==> src/rtl/io_pkg.sv <==
// Shared definitions for the SNES pad reader and the downstream Avalon I/O interface:
// FSM states, raw serial bit positions and active-high output bit positions.
package io_pkg;

    typedef enum logic [2:0] {
        ST_IDLE  = 3'd0,
        ST_LATCH = 3'd1,
        ST_HOLD  = 3'd2,
        ST_SHIFT = 3'd3,
        ST_DONE  = 3'd4
    } pad_state_e;

    // Position of each button in the 16-bit serial stream (bit 0 is shifted first)
    localparam int PAD_B       = 0;
    localparam int PAD_Y       = 1;
    localparam int PAD_SELECT  = 2;
    localparam int PAD_START   = 3;
    localparam int PAD_UP      = 4;
    localparam int PAD_DOWN    = 5;
    localparam int PAD_LEFT    = 6;
    localparam int PAD_RIGHT   = 7;
    localparam int PAD_A       = 8;
    localparam int PAD_X       = 9;
    localparam int PAD_L       = 10;
    localparam int PAD_R       = 11;
    localparam int PAD_SIG_LSB = 12;

    localparam int JOY_LEFT  = 0;
    localparam int JOY_RIGHT = 1;
    localparam int JOY_UP    = 2;
    localparam int JOY_DOWN  = 3;

    localparam int BTN_SELECT = 0;
    localparam int BTN_START  = 1;
    localparam int BTN_TL     = 2;
    localparam int BTN_TR     = 3;
    localparam int BTN_B      = 4;
    localparam int BTN_A      = 5;
    localparam int BTN_Y      = 6;
    localparam int BTN_X      = 7;

    // Active-low raw frame -> active-high {joystick[3:0], buttons[7:0]}
    function automatic logic [11:0] decode_pad(input logic [15:0] raw);
        logic [3:0] joy;
        logic [7:0] btn;
        joy             = '0;
        btn             = '0;
        joy[JOY_LEFT]   = ~raw[PAD_LEFT];
        joy[JOY_RIGHT]  = ~raw[PAD_RIGHT];
        joy[JOY_UP]     = ~raw[PAD_UP];
        joy[JOY_DOWN]   = ~raw[PAD_DOWN];
        btn[BTN_SELECT] = ~raw[PAD_SELECT];
        btn[BTN_START]  = ~raw[PAD_START];
        btn[BTN_TL]     = ~raw[PAD_L];
        btn[BTN_TR]     = ~raw[PAD_R];
        btn[BTN_B]      = ~raw[PAD_B];
        btn[BTN_A]      = ~raw[PAD_A];
        btn[BTN_Y]      = ~raw[PAD_Y];
        btn[BTN_X]      = ~raw[PAD_X];
        return {joy, btn};
    endfunction

endpackage

==> src/rtl/sync_2ff.sv <==
// Two-flop synchronizer for the asynchronous pad data line.
// Resets to 1 so an idle line reads as "released".
module sync_2ff (
    input  logic clk,
    input  logic rst,
    input  logic d,
    output logic q
);

    logic meta;

    always_ff @(posedge clk or posedge rst) begin
        if (rst) begin
            meta <= 1'b1;
            q    <= 1'b1;
        end else begin
            meta <= d;
            q    <= meta;
        end
    end

endmodule

==> src/rtl/snes_pad_reader.sv <==
// SNES pad poller: latches the pad periodically, shifts 16 bits in, and publishes
// frame-atomic active-high joystick/buttons plus valid/error/changed pulses.
//   state    | meaning
//   ST_IDLE  | waiting for poll counter wrap
//   ST_LATCH | pad_latch high, 2 half-periods
//   ST_HOLD  | pad_latch low, 1 half-period
//   ST_SHIFT | 16 x (pad_clk low, pad_clk high), sample at end of low
//   ST_DONE  | evaluate signature, update outputs
module snes_pad_reader
    import io_pkg::*;
#(
    parameter int CLK_DIV  = 300,
    parameter int POLL_DIV = 833333
) (
    input  logic       clk,
    input  logic       rst,
    input  logic       en,
    input  logic       pad_data,
    output logic       pad_latch,
    output logic       pad_clk,
    output logic [3:0] joystick,
    output logic [7:0] buttons,
    output logic       frame_valid,
    output logic       frame_error,
    output logic       state_changed
);

    localparam int POLL_W = $clog2(POLL_DIV);
    localparam int HALF_W = $clog2(2 * CLK_DIV);
    localparam logic [POLL_W-1:0] POLL_LAST  = POLL_W'(POLL_DIV - 1);
    localparam logic [HALF_W-1:0] LATCH_LOAD = HALF_W'(2 * CLK_DIV - 1);
    localparam logic [HALF_W-1:0] HALF_LOAD  = HALF_W'(CLK_DIV - 1);
    localparam logic [3:0]        LAST_BIT   = 4'd15;

    pad_state_e        state, state_nxt;
    logic [POLL_W-1:0] poll_cnt;
    logic [HALF_W-1:0] half_cnt, half_nxt;
    logic [3:0]        bit_idx, bit_nxt;
    logic              clk_low, clk_low_nxt;
    logic              capture;
    logic              frame_start;
    logic              data_sync;
    logic [15:0]       shift_reg;
    logic [11:0]       decoded;
    logic              frame_good;

    sync_2ff u_sync (
        .clk (clk),
        .rst (rst),
        .d   (pad_data),
        .q   (data_sync)
    );

    // Counter keeps running through a frame so frame starts stay strictly periodic
    always_ff @(posedge clk or posedge rst) begin
        if (rst)                        poll_cnt <= '0;
        else if (!en)                   poll_cnt <= '0;
        else if (poll_cnt == POLL_LAST) poll_cnt <= '0;
        else                            poll_cnt <= poll_cnt + POLL_W'(1);
    end

    assign frame_start = en && (poll_cnt == POLL_LAST);

    always_comb begin
        state_nxt   = state;
        half_nxt    = half_cnt;
        bit_nxt     = bit_idx;
        clk_low_nxt = clk_low;
        capture     = 1'b0;
        case (state)
            ST_IDLE: begin
                if (frame_start) begin
                    state_nxt = ST_LATCH;
                    half_nxt  = LATCH_LOAD;
                end
            end
            ST_LATCH: begin
                if (half_cnt == '0) begin
                    state_nxt = ST_HOLD;
                    half_nxt  = HALF_LOAD;
                end else begin
                    half_nxt = half_cnt - HALF_W'(1);
                end
            end
            ST_HOLD: begin
                if (half_cnt == '0) begin
                    state_nxt   = ST_SHIFT;
                    half_nxt    = HALF_LOAD;
                    bit_nxt     = 4'd0;
                    clk_low_nxt = 1'b1;
                end else begin
                    half_nxt = half_cnt - HALF_W'(1);
                end
            end
            ST_SHIFT: begin
                if (half_cnt != '0) begin
                    half_nxt = half_cnt - HALF_W'(1);
                end else if (clk_low) begin
                    capture     = 1'b1;
                    clk_low_nxt = 1'b0;
                    half_nxt    = HALF_LOAD;
                end else if (bit_idx == LAST_BIT) begin
                    state_nxt = ST_DONE;
                end else begin
                    bit_nxt     = bit_idx + 4'd1;
                    clk_low_nxt = 1'b1;
                    half_nxt    = HALF_LOAD;
                end
            end
            ST_DONE: state_nxt = ST_IDLE;
            default: state_nxt = ST_IDLE;
        endcase
    end

    always_ff @(posedge clk or posedge rst) begin
        if (rst) begin
            state     <= ST_IDLE;
            half_cnt  <= '0;
            bit_idx   <= '0;
            clk_low   <= 1'b0;
            pad_latch <= 1'b0;
            pad_clk   <= 1'b1;
            shift_reg <= '0;
        end else begin
            state     <= state_nxt;
            half_cnt  <= half_nxt;
            bit_idx   <= bit_nxt;
            clk_low   <= clk_low_nxt;
            pad_latch <= (state_nxt == ST_LATCH);
            pad_clk   <= !((state_nxt == ST_SHIFT) && clk_low_nxt);
            if (capture) shift_reg <= {data_sync, shift_reg[15:1]};
        end
    end

    assign decoded    = decode_pad(shift_reg);
    assign frame_good = &shift_reg[PAD_SIG_LSB +: 4];

    always_ff @(posedge clk or posedge rst) begin
        if (rst) begin
            joystick      <= '0;
            buttons       <= '0;
            frame_valid   <= 1'b0;
            frame_error   <= 1'b0;
            state_changed <= 1'b0;
        end else begin
            frame_valid   <= 1'b0;
            frame_error   <= 1'b0;
            state_changed <= 1'b0;
            if (state == ST_DONE) begin
                if (frame_good) begin
                    {joystick, buttons} <= decoded;
                    frame_valid         <= 1'b1;
                    state_changed       <= (decoded != {joystick, buttons});
                end else begin
                    frame_error <= 1'b1;
                end
            end
        end
    end

endmodule

==> config.mk <==
export PLATFORM = sky130hd
export DESIGN_NAME = snes_pad_reader
export DESIGN_NICKNAME = d
export VERILOG_FILES = /design/src/rtl/io_pkg.sv /design/src/rtl/sync_2ff.sv /design/src/rtl/snes_pad_reader.sv
export SDC_FILE = /design/constraint.sdc
export NUM_CORES = 1
export LEC_CHECK = 0
export CAP_MARGIN = 10
export CORE_MARGIN = 2
export CORE_UTILIZATION = 59
export CTS_CLUSTER_SIZE = 8
export DETAILED_ROUTE_END_ITERATION = 8
export PLACE_DENSITY = 0.79
export SLEW_MARGIN = 5
export SYNTH_ARGS = -nofsm -noshare
export SYNTH_HDL_FRONTEND = slang
export SYNTH_SLANG_ARGS = --single-unit
==> constraint.sdc <==
create_clock -name clk -period 3 [get_ports clk]
set_input_delay 0.6 -clock clk [delete_from_list [all_inputs] [get_ports clk]]
set_output_delay 0.6 -clock clk [all_outputs]
set_load 0.005 [all_outputs]
==> impl_metrics.py <==
metrics = {
    "outcome": {
        "outcome": "completed",
    },
    "power": {
        "vdd_ir_drop_max_v": 0.000336,
        "power_density_nw_per_um2": 474,
        "power_leakage_nw": 1.84,
    },
    "sta": {
        "final_max_slew_viol_count": 0,
        "tns_ns": 0,
        "tightest_slew_ns": 0.665,
        "timing.final.crit_share_pct": 79.1,
        "finClkSkew_ns": 0.00897,
        "fmax_ghz": 0.421,
        "hold_viol_final": 0,
        "rsz0062_at_grt": "false",
        "setup_violations": 0,
        "max_slew_margin_pct": 55.5,
        "finalCriticalPeriod_ns": 2.37,
        "fin_ws_ns": 0.627,
        "timing.hold.ws_ns": 0.366,
    },
    "synthesis": {
        "avgSynthCellArea_sq_um": 10.4,
        "async_flop_share_pct": 100,
        "synthSimpleGateAreaFrac_pct": 20.6,
        "synth_compound_area_share_pct": 8.88,
        "syn_nets": 346,
        "synth_area_sq_um": 3490,
        "synth.area.top_cells": "dfrtp_1 (50%), xor2_1 (6.0%), mux2_2 (5.5%), nand2_1 (4.2%), nor2_1 (4.2%)",
        "synth_xor_area_share_pct": 8.02,
        "ys_types": 46,
        "yosys.area.top_type_share_pct": 50.1,
        "synth.most_common_cell": "dfrtp_1",
        "ys_warn_count": 0,
        "synth_edf_count": 0,
        "syn_inst": 337,
        "synth_fa_ha_area_share_pct": 1.79,
        "ys.flop_type": "dfrtp_1",
        "synth_common_cells": "dfrtp_1 (70), nand2_1 (39), nor2_1 (39), xor2_1 (24), o21ai_0 (21)",
        "synth_mux_area_share_pct": 5.48,
        "synth-seq-cells": 73,
        "seq_area_frac_synth_pct": 52.4,
        "synth_top_family_by_area": "simple AND/OR/NAND/NOR gates",
        "synth_top_area_cell": "dfrtp_1",
    },
    "cts": {
        "clk_latency_ns": 0.33,
        "cts_tree": "built",
        "cts_resized": 0,
        "cts_hold_buf": 0,
        "clk_pin_slew_ns": 0.08,
        "cts_max_level": 3,
        "cts-root-buf": "clkbuf_8",
        "post_cts.repair.setup_buffers": 0,
        "numClockSinks": 73,
        "clockBufferDepth": 2,
        "cts_buffers": 9,
    },
    "worst_setup_path": {
        "critPathArrivalTime_ns": 2.60,
        "endpoint": "half_cnt[4]",
        "crit_cells": 5,
        "path_cells": "or4b_1 -> nor4_1 -> nand4_1 -> a21o_2 -> a211o_1",
        "cp_num_buf_inv": 0,
        "end_kind": "flip-flop",
        "r2r_cells": 5,
        "r2r-start": "poll_cnt[11]",
        "timing.rr.end": "half_cnt[4]",
        "slowest_delay_ns": 0.53,
        "reg2reg_slack_ns": 0.63,
        "crit_slowest_cell": "or4b_1",
        "crit_fanout": 8,
        "cp-startpoint": "poll_cnt[11]",
        "cpLargestDelayFamily": "simple AND/OR/NAND/NOR gates",
        "start_kind": "flip-flop",
        "crit_type": "reg2reg",
        "critPathRequiredTime_ns": 3.22,
    },
    "min_path": {
        "hold_class": "reg2reg",
        "hold_path_startpoint": "u_sync.meta",
    },
    "layout": {
        "post-route-util_pct": 68.7,
        "final_area_sq_um": 4000,
        "antenna_cells": 0,
        "fin_nets": 371,
        "largest_reg_flops": 20,
        "drive_gt1_share_pct": 13.6,
        "area_growth_pct": 14.4,
    },
    "route": {
        "avgRoutedWirePerCell_microns": 14.4,
        "drcViolationCount": 0,
        "viasPerCell": 5.64,
        "wirelength_microns": 6370,
        "drt-initial-drc-count": 160,
        "vias": 2491,
        "drt_pass1_iterations": 4,
        "drtAntennaViolNets": 0,
    },
    "grt": {
        "gr-usage-all-layers_pct": 21.3,
        "overflow": 0,
        "grt_pass1_wl_microns": 10800,
        "grt_max_degree": 54,
        "grt_pass1_vias": 2378,
        "grt_antenna_before_repair": 0,
    },
    "die": {
        "initial_utilization_pct": 60.1,
        "core_sq_um": 5820,
        "die_area_sq_um": 6550,
        "die_w_microns": 80.9,
        "ios": 21,
        "die_height_microns": 80.9,
        "rows": 28,
    },
    "placement": {
        "dp_hpwl_microns": 4300,
        "io_buffers": 20,
        "place_congestion": 0.866,
        "place_ws_ns": 0.632,
        "detailed_place.area_sq_um": 3770,
    },
    "run": {
        "max_cap_violations": 0,
    },
}
kinds of logic after synthesis:
logic type               count (synthesis)
AND/OR/NAND/NOR                        140
flip-flops                              73
buffers and inverters                   22
adder cells (fa/ha/maj)                  5
multiplexers                            17
AO/OA/AOI/OAI                           48
XOR/XNOR                                32
worst min path at each step:
stage	to	slack, ns	cells past startpoint
global route	u_sync.q	0.37	0
CTS	u_sync.q	0.37	0
finish	u_sync.q	0.37	0
floorplan	u_sync.q	0.35	0
detailed placement	u_sync.q	0.36	0
global placement	u_sync.q	0.36	0
area by class of cell:
class                   count  area [sq um]
multi-input cells         242          1570
fillers                   432          1820
inverters                  14          52.6
clock inverters             6          90.1
well taps                  75          93.8
clock buffers              10           138
flip-flops and latches     73          1830
repair buffers             22           228
placed cells by master (no fill, tap or decap), types with 9 or more instances in the layout:
cell	count
a21oi_1	9
clkbuf_8	10
clkdlybuf4s50_1	20
dfrtp_1	70
inv_1	13
mux2_2	17
nand2_1	39
nand4_1	10
nor2_1	39
nor3_1	11
o21ai_0	21
xor2_1	24
per-stage QoR:
stage / power, mW / cells
floorplan: 1.03 / 337
global placement: 1.05 / 426
detailed placement: 1.05 / 426
CTS: 1.91 / 442
global route: 1.96 / 442
finish: 1.90 / 442
power by group:
part / internal (mW) / switching [mW] / total [mW]
Sequential: 0.989 / 0.00453 / 0.993
Combinational: 0.0102 / 0.0262 / 0.0365
Clock: 0.494 / 0.372 / 0.866
Total: 1.49 / 0.403 / 1.90
metal layers:
layer	GRT usage, %	share of wire [%]	up-vias
met4	8.47	1.1	0
li1	-	-	1233
met5	0	0	-
met1	29.3	48	1212
met3	4.00	3.1	7
met2	33.6	48	39
No activity file was read; power rests on OpenSTA's default activity.
